[src/rtl/control_sequencer.sv]
// control_sequencer
//   Hardwired control unit for the CPU datapath. A one-hot fetch/execute
//   state machine (RESET, T0..T7, HALT) is stepped by the opcode held in
//   the instruction register. Every datapath, register-file, memory and
//   ALU control strobe is a combinational decode of the state, ir and con.
//
// Ports
//   clk        rising-edge clock shared with the datapath
//   clr        asynchronous active-low reset
//   stop       halt request, taken only on the edge leaving an
//              instruction's last state
//   ir[31:0]   instruction register contents (op = ir[31:27])
//   con        branch-condition flag from the CONN_FF block
//   run        1 while executing, 0 in RESET or HALT
//   Gra..BAout register-file select / enable strobes
//   PCout..CONN_in  datapath strobes
//   read/write memory strobes
//   alu_op     ALU operation code
module control_sequencer (
    input  logic        clk,
    input  logic        clr,
    input  logic        stop,
    input  logic [31:0] ir,
    input  logic        con,
    output logic        run,
    output logic        Gra,
    output logic        Grb,
    output logic        Grc,
    output logic        Rin,
    output logic        Rout,
    output logic        BAout,
    output logic        PCout,
    output logic        incPC,
    output logic        PCin,
    output logic        MARin,
    output logic        MDRin,
    output logic        MDRout,
    output logic        IRin,
    output logic        Yin,
    output logic        Zin,
    output logic        ZLowOut,
    output logic        ZHighOut,
    output logic        HIin,
    output logic        LOin,
    output logic        HIout,
    output logic        LOout,
    output logic        Cout,
    output logic        InPortout,
    output logic        OutPortIn,
    output logic        CONN_in,
    output logic        read,
    output logic        write,
    output logic [4:0]  alu_op
);

    localparam logic [4:0] OP_LD   = 5'b00000;
    localparam logic [4:0] OP_LDI  = 5'b00001;
    localparam logic [4:0] OP_ST   = 5'b00010;
    localparam logic [4:0] OP_ADD  = 5'b00011;
    localparam logic [4:0] OP_AND  = 5'b00101;
    localparam logic [4:0] OP_OR   = 5'b00110;
    localparam logic [4:0] OP_ROL  = 5'b01011;
    localparam logic [4:0] OP_ADDI = 5'b01100;
    localparam logic [4:0] OP_ANDI = 5'b01101;
    localparam logic [4:0] OP_ORI  = 5'b01110;
    localparam logic [4:0] OP_MUL  = 5'b01111;
    localparam logic [4:0] OP_DIV  = 5'b10000;
    localparam logic [4:0] OP_NEG  = 5'b10001;
    localparam logic [4:0] OP_NOT  = 5'b10010;
    localparam logic [4:0] OP_BR   = 5'b10011;
    localparam logic [4:0] OP_JR   = 5'b10100;
    localparam logic [4:0] OP_JAL  = 5'b10101;
    localparam logic [4:0] OP_IN   = 5'b10110;
    localparam logic [4:0] OP_OUT  = 5'b10111;
    localparam logic [4:0] OP_MFHI = 5'b11000;
    localparam logic [4:0] OP_MFLO = 5'b11001;
    localparam logic [4:0] OP_HALT = 5'b11011;

    typedef enum logic [9:0] {
        S_RESET = 10'b00_0000_0001,
        S_T0    = 10'b00_0000_0010,
        S_T1    = 10'b00_0000_0100,
        S_T2    = 10'b00_0000_1000,
        S_T3    = 10'b00_0001_0000,
        S_T4    = 10'b00_0010_0000,
        S_T5    = 10'b00_0100_0000,
        S_T6    = 10'b00_1000_0000,
        S_T7    = 10'b01_0000_0000,
        S_HALT  = 10'b10_0000_0000
    } state_t;

    state_t     state_reg;
    state_t     state_next;
    state_t     end_state;
    logic [4:0] op;
    logic [2:0] last_t;
    logic       is_rfmt, is_imm, is_base;
    logic       is_muldiv, is_negnot;
    logic [4:0] imm_alu;
    logic       unused_ir;

    assign op        = ir[31:27];
    // Register fields are decoded by the datapath itself, not here.
    assign unused_ir = ^ir[26:0];

    assign is_rfmt   = (op >= OP_ADD)  && (op <= OP_ROL);
    assign is_imm    = (op >= OP_ADDI) && (op <= OP_ORI);
    // ld, ldi and st share the base-address + constant address calculation.
    assign is_base   = (op == OP_LD) || (op == OP_LDI) || (op == OP_ST);
    assign is_muldiv = (op == OP_MUL) || (op == OP_DIV);
    assign is_negnot = (op == OP_NEG) || (op == OP_NOT);

    always_comb begin
        unique case (op)
            OP_ADDI: imm_alu = OP_ADD;
            OP_ANDI: imm_alu = OP_AND;
            default: imm_alu = OP_OR;
        endcase
    end

    // Index of the final state of the current instruction (2 = fetch only).
    always_comb begin
        last_t = 3'd2;
        if (op == OP_LD || op == OP_ST)
            last_t = 3'd7;
        else if (is_muldiv || op == OP_BR)
            last_t = 3'd6;
        else if (is_rfmt || is_imm || op == OP_LDI)
            last_t = 3'd5;
        else if (is_negnot || op == OP_JAL)
            last_t = 3'd4;
        else if (op == OP_JR || op == OP_IN || op == OP_OUT ||
                 op == OP_MFHI || op == OP_MFLO)
            last_t = 3'd3;
    end

    // A stop request only takes effect at an instruction boundary.
    assign end_state = stop ? S_HALT : S_T0;

    always_ff @(posedge clk or negedge clr) begin
        if (!clr)
            state_reg <= S_RESET;
        else
            state_reg <= state_next;
    end

    always_comb begin
        state_next = S_RESET;
        unique case (state_reg)
            S_RESET: state_next = S_T0;
            S_T0:    state_next = S_T1;
            S_T1:    state_next = S_T2;
            S_T2: begin
                if (op == OP_HALT)
                    state_next = S_HALT;
                else if (last_t == 3'd2)
                    state_next = end_state;
                else
                    state_next = S_T3;
            end
            S_T3:    state_next = (last_t == 3'd3) ? end_state : S_T4;
            S_T4:    state_next = (last_t == 3'd4) ? end_state : S_T5;
            S_T5:    state_next = (last_t == 3'd5) ? end_state : S_T6;
            S_T6:    state_next = (last_t == 3'd6) ? end_state : S_T7;
            S_T7:    state_next = end_state;
            S_HALT:  state_next = S_HALT;
            default: state_next = S_RESET;
        endcase
    end

    always_comb begin
        run       = 1'b0;
        Gra       = 1'b0;
        Grb       = 1'b0;
        Grc       = 1'b0;
        Rin       = 1'b0;
        Rout      = 1'b0;
        BAout     = 1'b0;
        PCout     = 1'b0;
        incPC     = 1'b0;
        PCin      = 1'b0;
        MARin     = 1'b0;
        MDRin     = 1'b0;
        MDRout    = 1'b0;
        IRin      = 1'b0;
        Yin       = 1'b0;
        Zin       = 1'b0;
        ZLowOut   = 1'b0;
        ZHighOut  = 1'b0;
        HIin      = 1'b0;
        LOin      = 1'b0;
        HIout     = 1'b0;
        LOout     = 1'b0;
        Cout      = 1'b0;
        InPortout = 1'b0;
        OutPortIn = 1'b0;
        CONN_in   = 1'b0;
        read      = 1'b0;
        write     = 1'b0;
        alu_op    = 5'b00000;
        if (state_reg != S_RESET && state_reg != S_HALT)
            run = 1'b1;
        unique case (state_reg)
            S_T0: begin
                PCout = 1'b1; MARin = 1'b1; incPC = 1'b1;
            end
            S_T1: begin
                read = 1'b1; MDRin = 1'b1;
            end
            S_T2: begin
                MDRout = 1'b1; IRin = 1'b1;
            end
            S_T3: begin
                if (is_rfmt || is_imm) begin
                    Grb = 1'b1; Rout = 1'b1; Yin = 1'b1;
                end else if (is_base) begin
                    Grb = 1'b1; BAout = 1'b1; Yin = 1'b1;
                end else if (is_muldiv) begin
                    Gra = 1'b1; Rout = 1'b1; Yin = 1'b1;
                end else if (is_negnot) begin
                    Grb = 1'b1; Rout = 1'b1; Zin = 1'b1; alu_op = op;
                end else if (op == OP_BR) begin
                    Gra = 1'b1; Rout = 1'b1; CONN_in = 1'b1;
                end else if (op == OP_JR) begin
                    Gra = 1'b1; Rout = 1'b1; PCin = 1'b1;
                end else if (op == OP_JAL) begin
                    // Link register is selected through the Rb field.
                    PCout = 1'b1; Grb = 1'b1; Rin = 1'b1;
                end else if (op == OP_IN) begin
                    InPortout = 1'b1; Gra = 1'b1; Rin = 1'b1;
                end else if (op == OP_OUT) begin
                    Gra = 1'b1; Rout = 1'b1; OutPortIn = 1'b1;
                end else if (op == OP_MFHI) begin
                    HIout = 1'b1; Gra = 1'b1; Rin = 1'b1;
                end else if (op == OP_MFLO) begin
                    LOout = 1'b1; Gra = 1'b1; Rin = 1'b1;
                end
            end
            S_T4: begin
                if (is_rfmt) begin
                    Grc = 1'b1; Rout = 1'b1; Zin = 1'b1; alu_op = op;
                end else if (is_imm) begin
                    Cout = 1'b1; Zin = 1'b1; alu_op = imm_alu;
                end else if (is_base) begin
                    Cout = 1'b1; Zin = 1'b1; alu_op = OP_ADD;
                end else if (is_muldiv) begin
                    Grb = 1'b1; Rout = 1'b1; Zin = 1'b1; alu_op = op;
                end else if (is_negnot) begin
                    ZLowOut = 1'b1; Gra = 1'b1; Rin = 1'b1;
                end else if (op == OP_BR) begin
                    PCout = 1'b1; Yin = 1'b1;
                end else if (op == OP_JAL) begin
                    Gra = 1'b1; Rout = 1'b1; PCin = 1'b1;
                end
            end
            S_T5: begin
                if (is_rfmt || is_imm || op == OP_LDI) begin
                    ZLowOut = 1'b1; Gra = 1'b1; Rin = 1'b1;
                end else if (op == OP_LD || op == OP_ST) begin
                    ZLowOut = 1'b1; MARin = 1'b1;
                end else if (is_muldiv) begin
                    ZLowOut = 1'b1; LOin = 1'b1;
                end else if (op == OP_BR) begin
                    Cout = 1'b1; Zin = 1'b1; alu_op = OP_ADD;
                end
            end
            S_T6: begin
                if (op == OP_LD) begin
                    read = 1'b1; MDRin = 1'b1;
                end else if (op == OP_ST) begin
                    Gra = 1'b1; Rout = 1'b1; MDRin = 1'b1;
                end else if (is_muldiv) begin
                    ZHighOut = 1'b1; HIin = 1'b1;
                end else if (op == OP_BR && con) begin
                    // Branch target already sits in Z; only taken if con is set.
                    ZLowOut = 1'b1; PCin = 1'b1;
                end
            end
            S_T7: begin
                if (op == OP_LD) begin
                    MDRout = 1'b1; Gra = 1'b1; Rin = 1'b1;
                end else if (op == OP_ST) begin
                    write = 1'b1;
                end
            end
            default: ;
        endcase
    end

endmodule

[config.mk]
export PLATFORM = sky130hd
export DESIGN_NAME = control_sequencer
export DESIGN_NICKNAME = d
export VERILOG_FILES = /design/src/rtl/control_sequencer.sv
export SDC_FILE = /design/constraint.sdc
export NUM_CORES = 1
export LEC_CHECK = 0
export BUFFER_PORTS_ARGS = -buffer_cell sky130_fd_sc_hd__buf_2
export CORE_UTILIZATION = 40
export CTS_CLUSTER_DIAMETER = 80
export DETAILED_ROUTE_END_ITERATION = 10
export PLACE_DENSITY_LB_ADDON = 0.08
export RECOVER_POWER = 25
export SETUP_SLACK_MARGIN = 0.4
export SLEW_MARGIN = 20
export SYNTH_ARGS = -nofsm -noshare
export SYNTH_HDL_FRONTEND = slang
export SYNTH_SLANG_ARGS = --single-unit
[constraint.sdc]
create_clock -name clk -period 5.4 [get_ports clk]
set_input_delay 0.81 -clock clk [delete_from_list [all_inputs] [get_ports clk]]
set_output_delay 0.81 -clock clk [all_outputs]
set_load 0.01 [all_outputs]
==> metrics <==
asr flop ratio synth 100%; Worst-Margin Slew 1.32 ns; Final Max Slew Viols 0; first-pass detailed-route iteration total 4; TritonCTS clock tree done; Achievable Freq 273 MHz; Crit path largest cell delay 1.14 ns; CP max FO 8; Top FF cell, synth dfrtp_1; CP Cell Sequence nor4_1 > nand4b_2 > nand3b_4 > o21a_1 > o211ai_1 > buf_2; Hold WS 0.543 ns; Hold Vio Cnt, Final 0; max reg flops 10; Cells after Synth 199; setup bufs post-CTS 0; post-synthesis sequential area ratio 16.2%; Ys Warns 0; die area 4130 sq um; maxcap violations 0; row cnt 22; critical path type register to output port; total routed wirelength 4.54 mm; initial core utilization 42.0%; vias in the first global route 1541; Die Ht 64.2 um; port bufs 41; clock skew 0.00460 ns; first-pass GRT wire length 7.47 mm; RSZ-0062 raised after global routing false; syn nets 235; placed insts 267; post-synthesis cell type count 69; critical path endpoint category output port; crit share post-route 67.9%; PostCTS Resize Cnt 0; share of cells above drive strength 1 29.1%; worst r2r src state_reg[4]; Core Box Area 3690 sq um; Max Buffers Root-to-Sink 2; CP required 4.59 ns; Worst setup SP type register; Post-CTS Hold Buffers 0; Worst slew margin 11.0%; total grt overflow 0; remaining antenna violation count after routing 0; Inserted Clock Buffers 3; Hold Crit Class primary input to async pin; Avg WL per Cell 16.8 um; H-tree depth 1; status finished, final reports clean; final setup fails 0; Crit path arrival time 2.86 ns; initial antenna violation count 0; Syn Std Cell Area 1550 sq um; Reg2Reg Depth 5; #FFs+latches synth 10; Cell Pwr Density 237 nW/um^2; clock latency on the worst-skew pair 0.24 ns; r2r setup slk 2.95 ns; P&R area growth vs syn 9.69%; Mean Syn Cell Area 7.78 sq um; via count 1640; clk sink count 10; DRC violations left 0; slowest cell on the critical path nor4_1; total track usage 23.0%; gp weighted congestion 0.926; Peak VDD IR 0.165 mV; layout net count 260; P_leak 0.803 nW; Clock Pin Slew Worst Setup and Hold Paths 0.05 ns; Reg2Reg Capture Point state_reg[1]; largest net degree at the start of global routing 27; setup TNS 0 ns; drt first-iter violations 140; dpl hpwl 3.41 mm; Period minus WS final 3.67 ns; root buffer cell clkbuf_8; Post-synth EDFFs 0; I/O pin total 69; Cell Count, Final, Fillers Out 271; Die W 64.2 um; n_diodes 0; routed vias/inst 6.05
-- layer usage --
metal | share of wire, % | GRT usage, %
met2 | 45 | 36.2
met5 | 0 | 0
met1 | 47 | 31.8
met3 | 6.7 | 4.64
met4 | 1.5 | 6.11
-- placed cells by master, fill, tap and decap left out, drive strengths merged, types with 7 or more instances in the layout --
cell	netlist	final
buf	18	40
dfrtp	9	9
nand2	21	21
nand3	10	10
nand4	7	7
nor2	20	20
nor2b	9	9
nor3	10	10
o21ai	16	16
-- worst max-delay path, delay by kind of cell (launching register included) --
kind,cells,cell delay [ns]
AND/OR/NAND/NOR,3,1.73
flip-flops,1,0.50
AO/OA/AOI/OAI,2,0.23
buffers and inverters,1,0.16
-- Yosys cell counts (all sizes together) (4+ instances only) --
cell	number	area share (%)
o21ai	16	5.2
dfrtp	9	15
o211ai	5	2.4
nand4	7	4.2
and3	4	2.0
nand2	21	5.1
buf	18	8.7
a21oi	5	1.9
nor3	10	4.6
nor2	20	4.8
nand3	10	3.6
nor2b	9	3.6
-- through the flow --
step	setup slack (ns)	power (mW)	utilization, %	cell area [sq um]
3_5_place_dp	2.28	0.310	45.1	1670
5_1_grt	1.57	0.432	46.1	1700
4_1_cts	2.11	0.406	46.6	1720
6_report	1.73	0.402	46.1	1700
3_3_place_gp	2.29	0.305	45.1	1670
2_1_floorplan	2.57	0.288	-	1550
-- report_power, final --
group	internal, mW	switching (mW)
Clock	0.0642	0.0311
Combinational	0.0770	0.105
Sequential	0.0915	0.0341
Total	0.233	0.170
-- final cells by class --
class | count | area, sq um
Clock buffer | 4 | 55.1
Fill cell | 415 | 1990
Inverter | 3 | 11.3
Multi-Input combinational cell | 165 | 1120
Sequential cell | 10 | 251
Tap cell | 48 | 60.1
Timing Repair Buffer | 41 | 204
-- kinds of logic after synthesis --
logic type                after synthesis  synth area share, %
and+or+nand+nor                       107                 45.2
muxes                                   1                0.646
AOI/OAI and AO/OA                      52                 24.7
xor gates and xnor gates                5                 2.83
DFF                                    10                 16.2
buffers and inverters                  24                 10.3
-- how the worst max path moves through the flow --
| stage | startpoint | end | slack [ns] | cells past startpoint |
|---|---|---|---|---|
| 2_1_floorplan | ir[28] | ZHighOut | 2.57 | 7 |
| 5_1_grt | state_reg[4] | PCout | 1.57 | 6 |
| 3_3_place_gp | ir[31] | Zin | 2.29 | 6 |
| 6_report | state_reg[4] | Gra | 1.73 | 6 |
| 4_1_cts | state_reg[1] | OutPortIn | 2.11 | 5 |
| 3_5_place_dp | ir[31] | ZLowOut | 2.28 | 6 |
(Power assumes the default switching activity.)
